### src/rtl/branch_resolve_if.sv
// Fetch-prediction / execute-resolution bundle between the front end and branch_resolve.
// slave is the resolver side; master is the pipeline (or bench) side.
interface branch_resolve_if #(
  parameter int XLEN = 32
);
  logic            pred_valid;
  logic            pred_taken;
  logic [XLEN-1:0] pred_pc;
  logic [XLEN-1:0] pred_target;
  logic            res_valid;
  logic            res_taken;
  logic [XLEN-1:0] res_target;
  logic            full;
  logic            empty;
  logic            mispredict;
  logic [XLEN-1:0] redirect_pc;
  logic            upd_valid;
  logic [XLEN-1:0] upd_pc;
  logic            upd_taken;
  logic [15:0]     br_cnt;
  logic [15:0]     mis_cnt;
  logic            underflow;

  modport slave (
    input  pred_valid, pred_taken, pred_pc, pred_target,
    input  res_valid, res_taken, res_target,
    output full, empty, mispredict, redirect_pc,
    output upd_valid, upd_pc, upd_taken, br_cnt, mis_cnt, underflow
  );

  modport master (
    output pred_valid, pred_taken, pred_pc, pred_target,
    output res_valid, res_taken, res_target,
    input  full, empty, mispredict, redirect_pc,
    input  upd_valid, upd_pc, upd_taken, br_cnt, mis_cnt, underflow
  );
endinterface

### src/rtl/branch_resolve.sv
// In-order queue of fetch-time branch predictions, checked against execute resolution.
// Drives fetch redirect/flush, predictor training strobe and saturating statistics.
module branch_resolve #(
  parameter int DEPTH = 4,
  parameter int XLEN  = 32
) (
  input  logic              clk,
  input  logic              rst_n,
  branch_resolve_if.slave   bus
);
  localparam int AW = $clog2(DEPTH);

  typedef struct packed {
    logic [XLEN-1:0] pc;
    logic            taken;
    logic [XLEN-1:0] target;
  } entry_t;

  entry_t          mem_q [DEPTH];
  entry_t          mem_d [DEPTH];
  logic [AW:0]     rd_ptr_q, rd_ptr_d, wr_ptr_q, wr_ptr_d;
  logic            mispredict_q, mispredict_d;
  logic            upd_valid_q, upd_valid_d;
  logic            upd_taken_q, upd_taken_d;
  logic            underflow_q, underflow_d;
  logic [XLEN-1:0] redirect_pc_q, redirect_pc_d;
  logic [XLEN-1:0] upd_pc_q, upd_pc_d;
  logic [15:0]     br_cnt_q, br_cnt_d, mis_cnt_q, mis_cnt_d;

  logic   full, empty, push, pop, miss;
  entry_t head;

  always_comb begin
    full  = (rd_ptr_q[AW] != wr_ptr_q[AW]) && (rd_ptr_q[AW-1:0] == wr_ptr_q[AW-1:0]);
    empty = (rd_ptr_q == wr_ptr_q);
    pop   = bus.res_valid && !empty;
    push  = bus.pred_valid && (!full || bus.res_valid);
    head  = mem_q[rd_ptr_q[AW-1:0]];
    miss  = (bus.res_taken != head.taken) ||
            (bus.res_taken && head.taken && (bus.res_target != head.target));

    mem_d         = mem_q;
    rd_ptr_d      = rd_ptr_q;
    wr_ptr_d      = wr_ptr_q;
    mispredict_d  = 1'b0;
    upd_valid_d   = 1'b0;
    upd_taken_d   = upd_taken_q;
    upd_pc_d      = upd_pc_q;
    redirect_pc_d = redirect_pc_q;
    br_cnt_d      = br_cnt_q;
    mis_cnt_d     = mis_cnt_q;
    underflow_d   = underflow_q || (bus.res_valid && empty);

    // A push on the same edge as a mispredicting pop is wrong-path and is dropped.
    if (push && !(pop && miss)) begin
      mem_d[wr_ptr_q[AW-1:0]] = '{pc: bus.pred_pc, taken: bus.pred_taken,
                                  target: bus.pred_target};
      wr_ptr_d = wr_ptr_q + 1'b1;
    end

    if (pop) begin
      rd_ptr_d      = rd_ptr_q + 1'b1;
      upd_valid_d   = 1'b1;
      upd_pc_d      = head.pc;
      upd_taken_d   = bus.res_taken;
      mispredict_d  = miss;
      redirect_pc_d = bus.res_taken ? bus.res_target
                                    : head.pc + {{(XLEN-3){1'b0}}, 3'd4};
      if (br_cnt_q != 16'hFFFF) br_cnt_d = br_cnt_q + 16'd1;
      if (miss) begin
        wr_ptr_d = rd_ptr_q + 1'b1;
        if (mis_cnt_q != 16'hFFFF) mis_cnt_d = mis_cnt_q + 16'd1;
      end
    end
  end

  always_ff @(posedge clk or negedge rst_n) begin
    if (!rst_n) begin
      for (int i = 0; i < DEPTH; i++) mem_q[i] <= '0;
      rd_ptr_q      <= '0;
      wr_ptr_q      <= '0;
      mispredict_q  <= 1'b0;
      upd_valid_q   <= 1'b0;
      upd_taken_q   <= 1'b0;
      underflow_q   <= 1'b0;
      redirect_pc_q <= '0;
      upd_pc_q      <= '0;
      br_cnt_q      <= '0;
      mis_cnt_q     <= '0;
    end else begin
      mem_q         <= mem_d;
      rd_ptr_q      <= rd_ptr_d;
      wr_ptr_q      <= wr_ptr_d;
      mispredict_q  <= mispredict_d;
      upd_valid_q   <= upd_valid_d;
      upd_taken_q   <= upd_taken_d;
      underflow_q   <= underflow_d;
      redirect_pc_q <= redirect_pc_d;
      upd_pc_q      <= upd_pc_d;
      br_cnt_q      <= br_cnt_d;
      mis_cnt_q     <= mis_cnt_d;
    end
  end

  assign bus.full        = full;
  assign bus.empty       = empty;
  assign bus.mispredict  = mispredict_q;
  assign bus.redirect_pc = redirect_pc_q;
  assign bus.upd_valid   = upd_valid_q;
  assign bus.upd_pc      = upd_pc_q;
  assign bus.upd_taken   = upd_taken_q;
  assign bus.br_cnt      = br_cnt_q;
  assign bus.mis_cnt     = mis_cnt_q;
  assign bus.underflow   = underflow_q;
endmodule

### src/flat_wrapper.sv
// flat-port wrapper written by rule: the top's interface ports become plain ports
module branch_resolve_flat 
#(
  parameter int DEPTH = 4,
  parameter int XLEN  = 32
)
  (clk, rst_n, bus_pred_valid, bus_pred_taken, bus_pred_pc, bus_pred_target, bus_res_valid, bus_res_taken, bus_res_target, bus_full, bus_empty, bus_mispredict, bus_redirect_pc, bus_upd_valid, bus_upd_pc, bus_upd_taken, bus_br_cnt, bus_mis_cnt, bus_underflow);
  branch_resolve_if #(.XLEN(XLEN)) bus_i ();
  input  logic clk;
  input  logic rst_n;
  input wire logic [$bits(bus_i.pred_valid)-1:0] bus_pred_valid;
  input wire logic [$bits(bus_i.pred_taken)-1:0] bus_pred_taken;
  input wire logic [$bits(bus_i.pred_pc)-1:0] bus_pred_pc;
  input wire logic [$bits(bus_i.pred_target)-1:0] bus_pred_target;
  input wire logic [$bits(bus_i.res_valid)-1:0] bus_res_valid;
  input wire logic [$bits(bus_i.res_taken)-1:0] bus_res_taken;
  input wire logic [$bits(bus_i.res_target)-1:0] bus_res_target;
  output wire logic [$bits(bus_i.full)-1:0] bus_full;
  output wire logic [$bits(bus_i.empty)-1:0] bus_empty;
  output wire logic [$bits(bus_i.mispredict)-1:0] bus_mispredict;
  output wire logic [$bits(bus_i.redirect_pc)-1:0] bus_redirect_pc;
  output wire logic [$bits(bus_i.upd_valid)-1:0] bus_upd_valid;
  output wire logic [$bits(bus_i.upd_pc)-1:0] bus_upd_pc;
  output wire logic [$bits(bus_i.upd_taken)-1:0] bus_upd_taken;
  output wire logic [$bits(bus_i.br_cnt)-1:0] bus_br_cnt;
  output wire logic [$bits(bus_i.mis_cnt)-1:0] bus_mis_cnt;
  output wire logic [$bits(bus_i.underflow)-1:0] bus_underflow;
  assign bus_i.pred_valid = bus_pred_valid;
  assign bus_i.pred_taken = bus_pred_taken;
  assign bus_i.pred_pc = bus_pred_pc;
  assign bus_i.pred_target = bus_pred_target;
  assign bus_i.res_valid = bus_res_valid;
  assign bus_i.res_taken = bus_res_taken;
  assign bus_i.res_target = bus_res_target;
  assign bus_full = bus_i.full;
  assign bus_empty = bus_i.empty;
  assign bus_mispredict = bus_i.mispredict;
  assign bus_redirect_pc = bus_i.redirect_pc;
  assign bus_upd_valid = bus_i.upd_valid;
  assign bus_upd_pc = bus_i.upd_pc;
  assign bus_upd_taken = bus_i.upd_taken;
  assign bus_br_cnt = bus_i.br_cnt;
  assign bus_mis_cnt = bus_i.mis_cnt;
  assign bus_underflow = bus_i.underflow;
  branch_resolve #(.DEPTH(DEPTH), .XLEN(XLEN)) u_core (.clk(clk), .rst_n(rst_n), .bus(bus_i));
endmodule
### config.mk
export PLATFORM = sky130hd
export DESIGN_NAME = branch_resolve_flat
export DESIGN_NICKNAME = d
export VERILOG_FILES = /design/src/rtl/branch_resolve_if.sv /design/src/rtl/branch_resolve.sv /design/src/flat_wrapper.sv
export SDC_FILE = /design/constraint.sdc
export NUM_CORES = 1
export LEC_CHECK = 0
export CORE_ASPECT_RATIO = 2
export CORE_MARGIN = 2
export CORE_UTILIZATION = 58
export DETAILED_ROUTE_END_ITERATION = 16
export PLACE_DENSITY = 0.91
export REMOVE_ABC_BUFFERS = 1
export SLEW_MARGIN = 20
export SYNTH_ARGS = -nofsm -noshare
export SYNTH_HDL_FRONTEND = slang
export SYNTH_SLANG_ARGS = --single-unit
### constraint.sdc
create_clock -name clk -period 7.35 [get_ports clk]
set_input_delay 2.205 -clock clk [delete_from_list [all_inputs] [get_ports clk]]
set_output_delay 2.205 -clock clk [all_outputs]
set_load 0.03 [all_outputs]
==> results of run 1 <==
final timing paths:
check,endpoint,slack (ns),depth (start not counted)
setup / recovery,u_core.mem_q[207],2.16,13
hold / removal,u_core.bus.underflow,0.45,1
setup reg to reg,u_core.mem_q[207],2.16,13
hold reg to reg,u_core.bus.underflow,0.45,1
max in group asynchronous,u_core.rd_ptr_q[1],4.27,2
min in group asynchronous,u_core.bus.upd_pc[22],1.64,1
routing by layer:
layer	track usage	wire length, µm
met1	0.325	14700
met2	0.499	22700
met3	0.0312	2240
met4	0.196	3130
met5	0	0
final cells by class:
| type | count | area (µm²) |
|---|---|---|
| sequential | 366 | 9160 |
| timing repair buffer | 221 | 2230 |
| clock buffer | 46 | 892 |
| tap | 360 | 450 |
| antenna | 8 | 20.0 |
| fill | 1840 | 8690 |
| inverter | 10 | 37.5 |
| clock inverter | 11 | 87.6 |
| multi-input combinational | 789 | 7170 |
flip-flops by register name, indices dropped and copies added (netlist names), 3 cells and up:
register                cells
u_core.wr_ptr_q             3
u_core.bus.upd_pc          32
u_core.bus.redirect_pc     32
u_core.bus.br_cnt          16
u_core.rd_ptr_q             3
u_core.bus.mis_cnt         16
u_core.mem_q              260
layout by cell type (no fill, tap or decap), types with 8 or more instances in the layout:
cell	n
a21oi_1	13
and3_1	9
buf_4	13
clkbuf_1	9
clkbuf_16	31
clkdlybuf4s50_1	201
clkinv_2	8
dfrtp_1	364
diode_2	8
ha_1	9
inv_1	8
mux2_1	150
mux2_2	116
mux2i_1	19
mux4_2	63
nand2_1	156
nand3_1	36
nand4_1	19
nor2_1	27
o21ai_0	27
xnor2_1	71
xor2_1	25
stage by stage:
stage / power [µW] / utilization
floorplan: 6460 / -
global placement: 7770 / 0.663
detailed placement: 8000 / 0.663
CTS: 9670 / 0.697
global route: 10100 / 0.698
finish: 9660 / 0.698
power by group through the flow:
stage                     Sequential, µW  Clock, µW  Combinational [µW]
after floorplan                     3900          0                2560
after global placement              3550          0                4220
after detailed placement            3640          0                4360
after CTS                           3630       1620                4410
after global routing                3760       1700                4670
final                               3650       1610                4400
kinds of logic after synthesis:
| logic type | after synthesis | share of synthesized area |
|---|---|---|
| compound gates | 58 | 0.0198 |
| xor+xnor | 96 | 0.0498 |
| fa+ha+maj | 9 | 0.00667 |
| buf+inv | 78 | 0.0332 |
| flops | 366 | 0.543 |
| mux | 348 | 0.273 |
| simple gates | 278 | 0.0748 |
==> flow_metrics.py, run 1 <==
metrics = {
    "run_status": {
        "status": "finished, final reports clean",
    },
    "power": {
        "switching_share": 0.381,
        "p_int_uw": 5980,
        "ir_worst_vdd_mv": 0.316,
        "power_density_nw_per_um2": 482,
        "leakage_uw": 0.00837,
        "p_seq_frac": 0.378,
        "switchingPower_uw": 3680,
        "clock_power_share": 0.166,
        "combinationalPowerShare": 0.455,
    },
    "yosys": {
        "syn-mean-instance-area_um2": 13.7,
        "yosysWarnings": 0,
        "ys_top_cells_by_count": "dfrtp_1, nand2_1, mux2_1",
        "synth_top_area_frac": 0.543,
        "yosys-top-cells-area": "dfrtp_1, mux2_1, mux4_2",
        "ys_ff_latch": 366,
        "synth_top_area_cell": "dfrtp_1",
        "synth_cell_type_count": 45,
        "synth_ff_type": "dfrtp_1",
        "synth-edff-count": 0,
        "postSynth.asyncResetShare": 1.00,
        "synth_area_um2": 16900,
        "synth.most_common_cell": "dfrtp_1",
        "ys_seq_area_frac": 0.543,
        "syn_inst": 1233,
    },
    "clock_tree": {
        "cts-root-buf": "clkbuf_16",
        "clk_path_buf_depth": 3,
        "post_cts_resized": 0,
        "h-tree-depth": 1,
        "cts_tree": "yes",
        "clk_latency_ns": 0.58,
        "cts_buffers": 31,
        "clk_pin_slew_ns": 0.07,
        "cts_setup_buffers": 0,
        "clkSinkCount": 366,
        "holdBufCountCts": 0,
    },
    "min_path": {
        "hold_path_class": "reg2reg",
        "min_from": "u_core.bus.underflow",
    },
    "setup_path": {
        "arrival_ns": 5.64,
        "critPathBufInv": 4,
        "critPathTopFamily": "simple AND/OR/NAND/NOR gates",
        "max_stage_delay_ns": 0.89,
        "critPathKind": "reg2reg",
        "cp_slowest_cell": "dfrtp_4",
        "crit_required_ns": 7.80,
        "path_common_cell": "buf_4",
        "critPathLaunch": "u_core.rd_ptr_q[0]",
        "crit_path_cell_trace": "buf_4 -> mux4_2 -> ha_1 -> nor2b_1 -> a22oi_1 -> nor4_1 -> nand3_1 -> buf_4 -> nand2b_1 -> inv_2 -> nor2_4 -> buf_4 -> mux2_2",
        "cp_max_fo": 35,
        "timing.rr.start": "u_core.rd_ptr_q[0]",
        "cp-start-kind": "flop",
        "cp-end-kind": "flop",
    },
    "floorplan": {
        "row_count": 88,
        "initial_core_util": 0.587,
        "dieWidth_um": 125,
        "core_um2": 28700,
        "ios": 204,
        "die_h_um": 245,
        "dieArea_um2": 30600,
    },
    "timing": {
        "fin_hold_ws_ns": 0.454,
        "rsz0062_at_grt": "no",
        "fin_crit_sh": 0.706,
        "slew-limit-headroom": 0.397,
        "clock_skew_ns": 0.0229,
        "finalSetupTns_ns": 0,
        "min_period_ns": 5.19,
        "timing.fmax_mhz": 193,
        "tightest_slew_ns": 0.904,
        "final-setup-viol-count": 0,
        "worst_slack_ns": 2.16,
        "finalHoldViolCount": 0,
        "slew_viol_final": 0,
    },
    "routing": {
        "drc_errors": 0,
        "vias_per_cell": 6.14,
        "wl_um": 42800,
        "drt_pre_antenna_iters": 5,
        "drt_iter0_drc": 702,
        "dr_total_vias": 11100,
        "avgRoutedWirePerCell_um": 23.6,
        "drtAntennaViolNets": 0,
    },
    "layout": {
        "fin_nets": 1530,
        "area_growth_pct": 18.8,
        "final_area_um2": 20100,
        "drive_above_1_share": 0.179,
        "stdcell_count": 1811,
    },
    "grt": {
        "grt_use_total": 0.284,
        "grt_max_degree": 136,
        "grt_overflow": 0,
        "antenna_found_initial": 8,
        "grt_pass1_vias": 12100,
        "grt_pass1_wl_um": 67600,
    },
    "place": {
        "dp_cells": 1746,
        "port_buffers": 203,
        "placed_area_um2": 19100,
        "place_ws_ns": 1.64,
        "hpwl_um": 28800,
        "gp_congestion": 0.852,
    },
    "job": {
        "drv_cap": 0,
    },
}
Power figures use the tool's default switching activity.
==> run 2, diff against run 1 <==
Settings changed: CORE_UTILIZATION 58 to 51, PLACE_DENSITY 0.91 to 0.85.
Clock period 7.35 ns to 4.5 ns, I/O delays scaled along.
==> run 2 against run 1 <==
Effect of this change:
- sequential share of layout area shrank 0.79 points
- critical path depth is 2 lower
- setup slack got worse by 1.9 ns
- via count decreased by 1.5%
- fmax is 22% higher
- first-iteration DRC count is 14% higher
- routed wire length is 2.0% higher
- clock power grew 83%
- combinational power increased by 66%
- global-route usage fell by 3.1 points
- clock skew down 0.0080 ns
- largest cell class unchanged
- highest routed layer unchanged
==> flow_metrics.py, run 2 (synthesized netlist as in run 1, its figures left out) <==
metrics = {
    "setup_path": {
        "path_common_cell": "buf_12",
        "crit_path_cell_trace": "buf_12 -> mux4_2 -> xnor2_1 -> nand4_1 -> nor4_1 -> nand3_1 -> nand2b_1 -> inv_2 -> nor2_4 -> buf_12 -> mux2_2",
        "arrival_ns": 4.70,
        "cp-start-kind": "flop",
        "cp-end-kind": "flop",
        "cp_max_fo": 65,
        "crit_required_ns": 4.95,
        "critPathKind": "reg2reg",
        "cp_slowest_cell": "dfrtp_4",
        "r2r.worst_path.cells": 11,
        "max_stage_delay_ns": 0.74,
    },
    "layout": {
        "largest_register": "u_core.mem_q",
        "largest_reg_flops": 260,
        "area_growth_pct": 21.0,
        "fin_nets": 1540,
        "final_common_cell": "dfrtp_1",
        "utilization": 0.624,
        "final_cell_mix": "dfrtp_1, clkdlybuf4s50_1, nand2_1, mux2_1, mux2_2",
        "drive_above_1_share": 0.189,
    },
    "timing": {
        "finalHoldViolCount": 0,
        "timing.fmax_mhz": 235,
        "slew_viol_final": 0,
        "min_period_ns": 4.25,
        "slew-limit-headroom": 0.476,
        "fin_crit_sh": 0.944,
        "rsz0062_at_grt": "no",
        "clock_skew_ns": 0.0149,
        "final-setup-viol-count": 0,
        "tightest_slew_ns": 0.786,
        "finalSetupTns_ns": 0,
    },
    "routing": {
        "drtAntennaViolNets": 0,
        "drc_errors": 0,
        "drt_iter0_drc": 801,
        "drt_pre_antenna_iters": 5,
        "wl_um": 43600,
        "avgRoutedWirePerCell_um": 23.0,
        "dr_total_vias": 11000,
        "vias_per_cell": 5.78,
    },
    "floorplan": {
        "core_um2": 32700,
        "die_h_um": 261,
        "initial_core_util": 0.516,
        "row_count": 94,
        "ios": 204,
        "dieArea_um2": 34600,
        "dieWidth_um": 133,
    },
    "clock_tree": {
        "post_cts_resized": 0,
        "cts_buffers": 31,
        "clkSinkCount": 366,
        "cts_tree": "yes",
        "h-tree-depth": 1,
        "clk_latency_ns": 0.58,
        "clk_path_buf_depth": 3,
        "cts_setup_buffers": 0,
        "cts-root-buf": "clkbuf_16",
        "clk_pin_slew_ns": 0.07,
        "holdBufCountCts": 0,
    },
    "grt": {
        "grt_pass1_wl_um": 67600,
        "grt_overflow": 0,
        "antenna_found_initial": 9,
        "grt_use_total": 0.253,
        "grt_pass1_vias": 11800,
        "grt_max_degree": 101,
    },
    "place": {
        "gp_congestion": 0.842,
        "port_buffers": 203,
        "hpwl_um": 30300,
    },
    "min_path": {
        "holdPathStages": 1,
        "hold_path_class": "reg2reg",
    },
    "run_status": {
        "status": "finished, final reports clean",
    },
    "job": {
        "drv_cap": 0,
    },
    "power": {
        "ir_worst_vdd_mv": 0.427,
        "power_density_nw_per_um2": 794,
        "leakage_uw": 0.00850,
    },
}
[run 2: cell count changes in the layout (fill, tap and decap cells not counted)]
cell / change
clkbuf_8: -4
clkbuf_1: -6
clkinvlp_4: +1
buf_4: +6
dfrtp_4: +1
buf_12: +4
clkinv_4: +2
diode_2: +2
dfrtp_2: -1
inv_6: +1
bufinv_16: +6
[run 2: path summary, 6_finish.rpt]
| kind | from | end | slack (ns) |
|---|---|---|---|
| worst max register to register | u_core.rd_ptr_q[0] | u_core.mem_q[36] | 0.25 |
| worst min-delay path | u_core.bus.underflow | u_core.bus.underflow | 0.46 |
| worst max-delay path | u_core.rd_ptr_q[0] | u_core.mem_q[36] | 0.25 |
| min in group asynchronous | rst_n | u_core.mem_q[102] | 0.80 |
| max in group asynchronous | rst_n | u_core.mem_q[164] | 2.64 |
| worst min register to register | u_core.bus.underflow | u_core.bus.underflow | 0.46 |
[run 2: layout make-up]
type,instances,area [µm²]
Clock inverter,21,302
Timing Repair Buffer,231,2350
Fill cell,2464,12300
Tap cell,432,541
Multi-Input combinational cell,789,7170
Antenna cell,10,25.0
Sequential cell,366,9170
Inverter,10,37.5
Clock buffer,36,815
[run 2: through the flow]
step | std cells | setup WS (ns) | hold WS, ns | cell area [µm²] | power (µW)
after floorplan | 1165 | -6.49 | 0.452 | 16400 | 10600
after global placement | 1828 | -0.0444 | 0.436 | 19300 | 12900
after detailed placement | 1828 | -0.0102 | 0.448 | 19300 | 13300
after CTS | 1885 | 0.179 | 0.463 | 20400 | 16300
after global routing | 1894 | 0.00272 | 0.488 | 20400 | 17000
final | 1895 | 0.254 | 0.460 | 20400 | 16200
[run 2: power breakdown]
group          leakage (µW)  switching [µW]  internal, µW
logic               0.00352            3800          3520
clock network      0.000552            1240          1710
registers           0.00443            1040          4890
total               0.00850            6080         10100
[run 2: worst max-delay path: cells and delay by family (launching register included)]
family                    cells  cell delay, ns
xor gates and xnor gates      1            0.34
buffers and inverters         3            0.82
DFF                           1            0.74
muxes                         2            0.95
and+or+nand+nor               5            1.21
[run 2: per-layer routing]
metal,share of wire,global-route usage
met3,0.044,0.0294
met1,0.36,0.282
met2,0.54,0.457
met5,0,0
met4,0.061,0.164
==> run 3, diff against run 2 <==
Settings changed: GPL_ROUTABILITY_DRIVEN set to 0, TNS_END_PERCENT set to 100.
==> results of run 3 <==
Final layout, timing and power as in run 2 (identical DEF).
